==> src/rtl/axis_packer_pkg.sv <==
// ----------------------------------------------------------------------------
// axis_packer_pkg
//   Shared types and default geometry for the AXI-Stream input packer and its
//   byte compactor (also used by the output-side unpacker).
//   - state_t           : packer FSM state (ACCUM collects bytes, EMIT presents
//                         one wide beat downstream)
//   - DEF_*_DATA_WIDTH  : default bus widths used as parameter defaults
//   - IN_BYTES/OUT_BYTES: byte lanes of the default configuration
//   - *_CNT_W           : widths able to hold a byte count 0..N inclusive
// ----------------------------------------------------------------------------
package axis_packer_pkg;

   typedef enum logic {
      ST_ACCUM = 1'b0,
      ST_EMIT  = 1'b1
   } state_t;

   localparam int DEF_IN_DATA_WIDTH  = 64;
   localparam int DEF_OUT_DATA_WIDTH = 512;

   localparam int IN_BYTES  = DEF_IN_DATA_WIDTH / 8;
   localparam int OUT_BYTES = DEF_OUT_DATA_WIDTH / 8;

   localparam int IN_CNT_W  = $clog2(IN_BYTES + 1);
   localparam int OUT_CNT_W = $clog2(OUT_BYTES + 1);

endpackage

==> src/rtl/axis_byte_compactor.sv <==
// ----------------------------------------------------------------------------
// axis_byte_compactor
//   Purely combinational. Squeezes out the null bytes of one AXI-Stream beat:
//   the bytes whose TKEEP bit is set are moved, in their original order, to
//   the low end of packed_data. Bytes above the valid count are zero.
//   Ports:
//     tdata       in  IN_DATA_WIDTH      beat data, byte k = bits [8k+:8]
//     tkeep       in  IN_DATA_WIDTH/8    per-byte valid, any pattern
//     packed_data out IN_DATA_WIDTH      valid bytes, LSB-aligned
//     count       out clog2(IB+1)        number of valid bytes (popcount)
// ----------------------------------------------------------------------------
module axis_byte_compactor
   import axis_packer_pkg::*;
#(
   parameter int IN_DATA_WIDTH = DEF_IN_DATA_WIDTH,
   localparam int IB           = IN_DATA_WIDTH / 8,
   localparam int CW           = $clog2(IB + 1)
) (
   input  logic [IN_DATA_WIDTH-1:0] tdata,
   input  logic [IB-1:0]            tkeep,
   output logic [IN_DATA_WIDTH-1:0] packed_data,
   output logic [CW-1:0]            count
);

   always_comb begin
      int unsigned pos;
      // NOTE: every output of a combinational block gets a value before any
      // conditional code; otherwise untouched bits would hold their old value
      // and synthesis would infer a latch.
      packed_data = '0;
      pos         = 0;
      for (int k = 0; k < IB; k++) begin
         if (tkeep[k]) begin
            packed_data[pos*8 +: 8] = tdata[k*8 +: 8];
            pos++;
         end
      end
      count = CW'(pos);
   end

endmodule

==> src/rtl/axis_input_packer.sv <==
// ----------------------------------------------------------------------------
// axis_input_packer
//   Packs a narrow AXI-Stream with sparse TKEEP into wide, dense, LSB-aligned
//   beats. Valid bytes are appended to an accumulator; a wide beat is emitted
//   when it fills or the packet ends. Bytes spilling past a full accumulator
//   wait in a carry buffer and seed the next wide beat.
//   Ports:
//     i_clk            in   clock, rising edge
//     i_reset          in   synchronous active-high reset, drops buffered data
//     i_input_TVALID   in   input beat valid
//     o_input_TREADY   out  high in ACCUM (never during reset)
//     i_input_TDATA    in   IN_DATA_WIDTH input data
//     i_input_TKEEP    in   IN_DATA_WIDTH/8 per-byte valid, may be sparse
//     i_input_TLAST    in   last beat of packet
//     o_output_TVALID  out  registered output valid
//     i_output_TREADY  in   downstream accepts
//     o_output_TDATA   out  OUT_DATA_WIDTH packed data, unused bytes zero
//     o_output_TKEEP   out  OUT_DATA_WIDTH/8 contiguous ones from bit 0
//     o_output_TLAST   out  last beat of packet
// ----------------------------------------------------------------------------
module axis_input_packer
   import axis_packer_pkg::*;
#(
   parameter int IN_DATA_WIDTH  = DEF_IN_DATA_WIDTH,
   parameter int OUT_DATA_WIDTH = DEF_OUT_DATA_WIDTH
) (
   input  logic                        i_clk,
   input  logic                        i_reset,
   input  logic                        i_input_TVALID,
   output logic                        o_input_TREADY,
   input  logic [IN_DATA_WIDTH-1:0]    i_input_TDATA,
   input  logic [IN_DATA_WIDTH/8-1:0]  i_input_TKEEP,
   input  logic                        i_input_TLAST,
   output logic                        o_output_TVALID,
   input  logic                        i_output_TREADY,
   output logic [OUT_DATA_WIDTH-1:0]   o_output_TDATA,
   output logic [OUT_DATA_WIDTH/8-1:0] o_output_TKEEP,
   output logic                        o_output_TLAST
);

   localparam int IB       = IN_DATA_WIDTH / 8;
   localparam int OB       = OUT_DATA_WIDTH / 8;
   localparam int IN_CW    = $clog2(IB + 1);
   localparam int CNT_W    = $clog2(OB + 1);
   localparam int EXT_W    = OUT_DATA_WIDTH + IN_DATA_WIDTH;
   localparam logic [CNT_W:0] OB_SUM = (CNT_W + 1)'(OB);

   // Architectural state
   state_t                     state_q, state_d;
   logic [OUT_DATA_WIDTH-1:0]  acc_data_q;
   logic [CNT_W-1:0]           acc_count_q;
   // Carry holds at most IB-1 bytes; it is kept a full input beat wide so the
   // top slice of the merged word drops straight in.
   logic [IN_DATA_WIDTH-1:0]   carry_data_q;
   logic [CNT_W-1:0]           carry_count_q;
   logic                       carry_last_q;
   logic                       emit_last_q;
   logic                       out_valid_q;
   logic [OB-1:0]              out_keep_q;
   logic                       out_last_q;

   // Datapath helpers
   logic [IN_DATA_WIDTH-1:0]   packed_data;
   logic [IN_CW-1:0]           n_bytes;
   logic [CNT_W:0]             sum;
   logic [EXT_W-1:0]           merged;
   logic [OB-1:0]              keep_mask;

   // FSM decode
   logic in_ready;
   logic accept;
   logic go_emit;
   logic go_last;
   logic overflow;
   logic present;
   logic out_fire;
   logic reemit;

   axis_byte_compactor #(
      .IN_DATA_WIDTH (IN_DATA_WIDTH)
   ) u_compactor (
      .tdata       (i_input_TDATA),
      .tkeep       (i_input_TKEEP),
      .packed_data (packed_data),
      .count       (n_bytes)
   );

   assign sum = {1'b0, acc_count_q} + (CNT_W + 1)'(n_bytes);

   // Accumulator with the compacted beat shifted in at byte acc_count. The
   // part above OUT_DATA_WIDTH is whatever spills into the carry buffer.
   // Both operands are zero above their valid bytes, so OR is a safe merge.
   assign merged = {{IN_DATA_WIDTH{1'b0}}, acc_data_q}
                 | ({{OUT_DATA_WIDTH{1'b0}}, packed_data} << {acc_count_q, 3'b000});

   always_comb begin
      keep_mask = '0;
      for (int i = 0; i < OB; i++) begin
         keep_mask[i] = (CNT_W'(i) < acc_count_q);
      end
   end

   // ---------------------------------------------------------------------
   // FSM: state register
   // ---------------------------------------------------------------------
   always_ff @(posedge i_clk) begin
      // NOTE: clocked state uses non-blocking assignments so every register
      // samples pre-edge values, regardless of block order.
      if (i_reset) begin
         state_q <= ST_ACCUM;
      end else begin
         state_q <= state_d;
      end
   end

   // ---------------------------------------------------------------------
   // FSM: next state and control strobes
   // ---------------------------------------------------------------------
   always_comb begin
      state_d  = state_q;
      in_ready = 1'b0;
      accept   = 1'b0;
      go_emit  = 1'b0;
      go_last  = 1'b0;
      overflow = 1'b0;
      present  = 1'b0;
      out_fire = 1'b0;
      reemit   = 1'b0;

      case (state_q)
         ST_ACCUM: begin
            in_ready = !i_reset;
            accept   = in_ready && i_input_TVALID;
            if (accept) begin
               if (sum > OB_SUM) begin
                  overflow = 1'b1;
                  go_emit  = 1'b1;
               end else if (sum == OB_SUM) begin
                  go_emit = 1'b1;
                  go_last = i_input_TLAST;
               end else if (i_input_TLAST && (sum != '0)) begin
                  go_emit = 1'b1;
                  go_last = 1'b1;
               end
               // An empty TLAST beat on an empty accumulator falls through:
               // nothing to emit, the beat is simply consumed.
            end
            if (go_emit) begin
               state_d = ST_EMIT;
            end
         end

         ST_EMIT: begin
            // First EMIT cycle raises the registered valid; afterwards the
            // beat is held until downstream takes it.
            present  = !out_valid_q;
            out_fire = out_valid_q && i_output_TREADY;
            if (out_fire) begin
               reemit  = (carry_count_q != '0) && carry_last_q;
               state_d = reemit ? ST_EMIT : ST_ACCUM;
            end
         end

         default: state_d = ST_ACCUM;
      endcase
   end

   // ---------------------------------------------------------------------
   // Datapath registers
   // ---------------------------------------------------------------------
   always_ff @(posedge i_clk) begin
      if (i_reset) begin
         // NOTE: the wide data registers are reset too: o_output_TDATA comes
         // straight from the accumulator and must read zero after reset, and
         // zeroed unused bytes are what make the OR-merge above valid.
         acc_data_q    <= '0;
         acc_count_q   <= '0;
         carry_data_q  <= '0;
         carry_count_q <= '0;
         carry_last_q  <= 1'b0;
         emit_last_q   <= 1'b0;
         out_valid_q   <= 1'b0;
         out_keep_q    <= '0;
         out_last_q    <= 1'b0;
      end else begin
         if (accept) begin
            acc_data_q  <= merged[OUT_DATA_WIDTH-1:0];
            acc_count_q <= overflow ? CNT_W'(OB) : CNT_W'(sum);
            if (overflow) begin
               carry_data_q  <= merged[EXT_W-1 -: IN_DATA_WIDTH];
               carry_count_q <= CNT_W'(sum - OB_SUM);
               carry_last_q  <= i_input_TLAST;
            end
            if (go_emit) begin
               emit_last_q <= go_last;
            end
         end

         if (present) begin
            out_valid_q <= 1'b1;
            out_keep_q  <= keep_mask;
            out_last_q  <= emit_last_q;
         end

         if (out_fire) begin
            out_valid_q   <= 1'b0;
            out_keep_q    <= '0;
            out_last_q    <= 1'b0;
            acc_data_q    <= OUT_DATA_WIDTH'(carry_data_q);
            acc_count_q   <= carry_count_q;
            carry_data_q  <= '0;
            carry_count_q <= '0;
            carry_last_q  <= 1'b0;
            // A pending final carry is always the tail of its packet.
            emit_last_q   <= reemit;
         end
      end
   end

   assign o_input_TREADY  = in_ready;
   assign o_output_TVALID = out_valid_q;
   assign o_output_TDATA  = acc_data_q;
   assign o_output_TKEEP  = out_keep_q;
   assign o_output_TLAST  = out_last_q;

endmodule

==> config.mk <==
export PLATFORM = sky130hd
export DESIGN_NAME = axis_input_packer
export DESIGN_NICKNAME = d
export VERILOG_FILES = /design/src/rtl/axis_packer_pkg.sv /design/src/rtl/axis_byte_compactor.sv /design/src/rtl/axis_input_packer.sv
export SDC_FILE = /design/constraint.sdc
export NUM_CORES = 2
export LEC_CHECK = 0
export ABC_AREA = 1
export CAP_MARGIN = 25
export CORE_ASPECT_RATIO = 0.75
export CORE_MARGIN = 4
export CORE_UTILIZATION = 45
export CTS_CLUSTER_DIAMETER = 60
export CTS_CLUSTER_SIZE = 8
export DETAILED_ROUTE_END_ITERATION = 6
export DONT_BUFFER_PORTS = 1
export HOLD_SLACK_MARGIN = 0.03
export MAX_ROUTING_LAYER = met4
export PLACE_DENSITY_LB_ADDON = 0.3
export RECOVER_POWER = 50
export SLEW_MARGIN = 20
export SYNTH_ARGS = -nofsm -noshare
export SYNTH_HDL_FRONTEND = slang
export SYNTH_SLANG_ARGS = --single-unit
==> constraint.sdc <==
create_clock -name i_clk -period 13.7 [get_ports i_clk]
set_clock_uncertainty 0.1 [all_clocks]
set_input_delay 2.74 -clock i_clk [delete_from_list [all_inputs] [get_ports i_clk]]
set_output_delay 2.74 -clock i_clk [all_outputs]
set_load 0.01 [all_outputs]
==> results by group <==
Outcome
  • Status: complete, but fails checks
  • Violated checks: capacitance limit, slew limit

Placed design
  • Post-Place Cell Area: about 0.036 sq mm
  • GP Congestion: 1.07
  • I/O Buffers: 0
  • Final HPWL DP: ~130000 um

Power and ir drop
  • Net switching power: 2.26 mW
  • Clock share of power: 0.362
  • Seq pwr share: 0.352
  • Power share of the combinational group: 0.286
  • Pwr Density: between 100 and 150 mW/mm^2
  • Sw frac: 0.393
  • Peak VDD IR: ~0.13 mV
  • Total power: 5.75 mW
  • Pint: 3.49 mW
  • Leak: roughly 15 nW

CTS
  • Clock sink count: 659
  • Post-CTS setup buffer count: 0
  • CTS tree: built
  • CTS max path bufs: 3
  • H-tree Lvls: 3
  • Worst-Skew Late Latency: 650 ps
  • Num CTS Buffers: 94
  • Root Driver: clkbuf_16
  • Hold-fix buffers, CTS: 0
  • Clock slew at reported path FFs: about 50 ps
  • CTS resizes: 0

STA
  • Setup_tns: 0 ps
  • Period utilization: 0.789
  • Final setup fails: 0
  • Final hold vios: 0
  • Fmax: a little over 90 MHz
  • Final min period: ~11000 ps
  • Slew @ Worst Pin: 3100 ps
  • RSZ-0062 raised after global routing: false
  • Slew HR: -1.07
  • Hold slack: 369 ps
  • Max-slew violations: 115

Cells and area
  • Fin nets: 5381
  • Layout area overhead: 8.19%
  • Sequential Area: approximately 0.013 sq mm
  • Fill cell count: 8210
  • Post-layout util: 0.492
  • Post-route cell area: 0.0389 sq mm
  • Share of layout cells above drive strength 1: 0.0697
  • Area occupied by multi-input gates: 0.0189 sq mm

Critical path
  • Worst Path Required: 14070 ps
  • CP Launch Type: primary input
  • Critical path endpoint category: register
  • Biggest cell delay along the critical path: roughly 740 ps
  • CP dominant cell by count: inv_1
  • Worst setup path category: primary input to register
  • Slowest CP cell: nor2_2
  • Critical Path Fanout Max: 14
  • CP arrival: 11180 ps

Global routing
  • Met3 Usage GRT: 0.168
  • Pin count of the biggest net entering global routing: 246
  • Met2 usage: 0.575
  • GRT Resource Usage Total: 0.412
  • First-pass GRT wire length: 252000 um
  • Grt peak-use layer: met2
  • Initial antenna violation count: 5
  • Grt met1 use: 0.541
  • Vias in the first global route: 34900
  • Total grt overflow: 0

Drt
  • Avg WL per Cell: 28.3 um
  • Post-route ant nets: 0
  • Vias: about 40000
  • Drc violations: 0
  • Initial DRC Count: roughly 6200
  • Detailed Route WL: approximately 180000 um
  • Drt pass-1 iters: 7
  • Vias per inst: 6.27

Yosys
  • Sequential area share after synthesis: 0.367
  • Distinct cells, synth: 55
  • EDFF count, synth: 0
  • Syn avg cell area: 6.57 sq um
  • Yosys warns: 0
  • Number of synthesized register bits: 659
  • Gate Count Post-Synth: roughly 5500
  • Mapped Area: approximately 0.036 sq mm
  • Asr flop ratio synth: 0
  • Ys flop type: dfxtp_1

Floorplan
  • Die height: ~250 um
  • Chip Width: approximately 330 um
  • Starting Density: 0.455
  • Io pins: 656
  • Die area: between 0.08 and 0.09 sq mm
  • # rows: 89
  • Core Box Area: 0.0790 sq mm

Run
  • Max Cap Viol: 2

Worst hold path
  • Min-delay worst type: register to register
==> Yosys cell counts (6+ instances only) <==
cell type	count	area [sq um]
nor4_1	7	43.8
nand2_2	43	269
ha_1	23	288
o22ai_1	23	144
nand4_1	140	876
xor2_1	8	70.1
nor2_2	15	93.8
inv_2	15	56.3
clkinv_1	15	56.3
nand3b_1	6	45.0
o21ai_2	6	52.6
inv_1	627	2350
o21a_1	6	45.0
o21ai_1	76	380
nor2_4	13	146
a21oi_1	619	3100
clkbuf_1	218	818
nand3_2	67	671
o21bai_1	11	82.6
a31oi_1	89	557
dfxtp_1	659	13200
a221oi_1	6	52.6
o211ai_1	44	330
buf_2	59	295
buf_1	48	180
buf_4	6	45.0
nor3_1	64	320
nand2_1	1043	3920
nand3_1	730	3650
nand2_4	11	124
nor2_1	426	1600
o21ai_0	291	1460
==> routing by layer <==
metal | wire length, um | vias to the layer above
li1 | - | 17800
met4 | 7180 | 0
met1 | 70500 | 18600
met5 | 0 | -
met3 | 28000 | 443
met2 | 73500 | 2875
==> state kept, by name, indices dropped and copies added, names as in the netlist <==
| name | cells |
|---|---|
| emit_last_q | 1 |
| o_output_TLAST | 1 |
| carry_last_q | 1 |
| carry_count_q | 7 |
| o_output_TKEEP | 64 |
| acc_count_q | 7 |
| carry_data_q | 64 |
| o_output_TDATA | 512 |
| o_output_TVALID | 1 |
| state_q | 1 |
==> worst max-delay path: cells and delay by family <==
kind                     cells  cell delay (ps)
AO/OA/AOI/OAI                2              430
adder cells (fa/ha/maj)      6             2820
AND/OR/NAND/NOR             20             4360
buffers and inverters       10              800
==> through the flow <==
step	setup slack [ps]	instances
2_1_floorplan	4050	5471
5_1_grt	2330	6340
3_3_place_gp	2590	6228
6_report	2890	6341
4_1_cts	3190	6336
3_5_place_dp	2510	6228
==> cells in the final DEF (no fill, tap or decap), types with 11 or more instances in the layout <==
cell type  instances
a21oi_1          619
a31oi_1           89
buf_4             46
clkbuf_16         94
clkinv_1          14
dfxtp_1          654
ha_1              23
inv_1            624
inv_2             18
nand2_1         1043
nand2_2           43
nand2_4           11
nand3_1          730
nand3_2           67
nand4_1          140
nor2_1           415
nor2_2            18
nor2_4            21
nor3_1            64
o211ai_1          44
o21ai_0          291
o21ai_1           76
o21bai_1          11
o22ai_1           23
==> layout make-up <==
type                       count  area share
antenna                        4    0.000257
sequential                   659       0.340
tap                         1046      0.0337
clock inverter                11     0.00431
multi-input combinational   3816       0.487
timing repair buffer          49      0.0106
clock buffer                  97      0.0611
inverter                     659      0.0638
==> final timing paths <==
| path | startpoint | endpoint | slack, ps | depth (start not counted) |
|---|---|---|---|---|
| min reg2reg | carry_count_q[1]$_SDFFE_PP0P_ | acc_count_q[1]$_SDFFE_PP0P_ | 370 | 2 |
| max reg2reg | o_output_TVALID$_SDFFE_PP0P_ | carry_data_q[38]$_SDFFE_PP0P_ | 5560 | 9 |
| max | i_input_TKEEP[0] | o_output_TDATA[103]$_SDFFE_PP0P_ | 2890 | 38 |
| min | carry_count_q[1]$_SDFFE_PP0P_ | acc_count_q[1]$_SDFFE_PP0P_ | 370 | 2 |
==> power by group through the flow <==
stage / Clock (mW) / Combinational (mW) / Sequential (mW)
after floorplan: 0 / 0.990 / 2.02
after global placement: 0 / 1.54 / 2.06
after detailed placement: 0 / 1.54 / 2.06
after CTS: 2.08 / 1.55 / 2.02
after global routing: 2.17 / 1.71 / 2.02
final: 2.08 / 1.64 / 2.02
==> cell families after synthesis <==
kind of cell | synth area share
other cells | 0.000104
compound gates | 0.177
buf+inv | 0.108
flops | 0.367
fa+ha+maj | 0.00912
simple gates | 0.336
xor+xnor | 0.00240
Note: power is estimated with default switching activity, not from simulation.
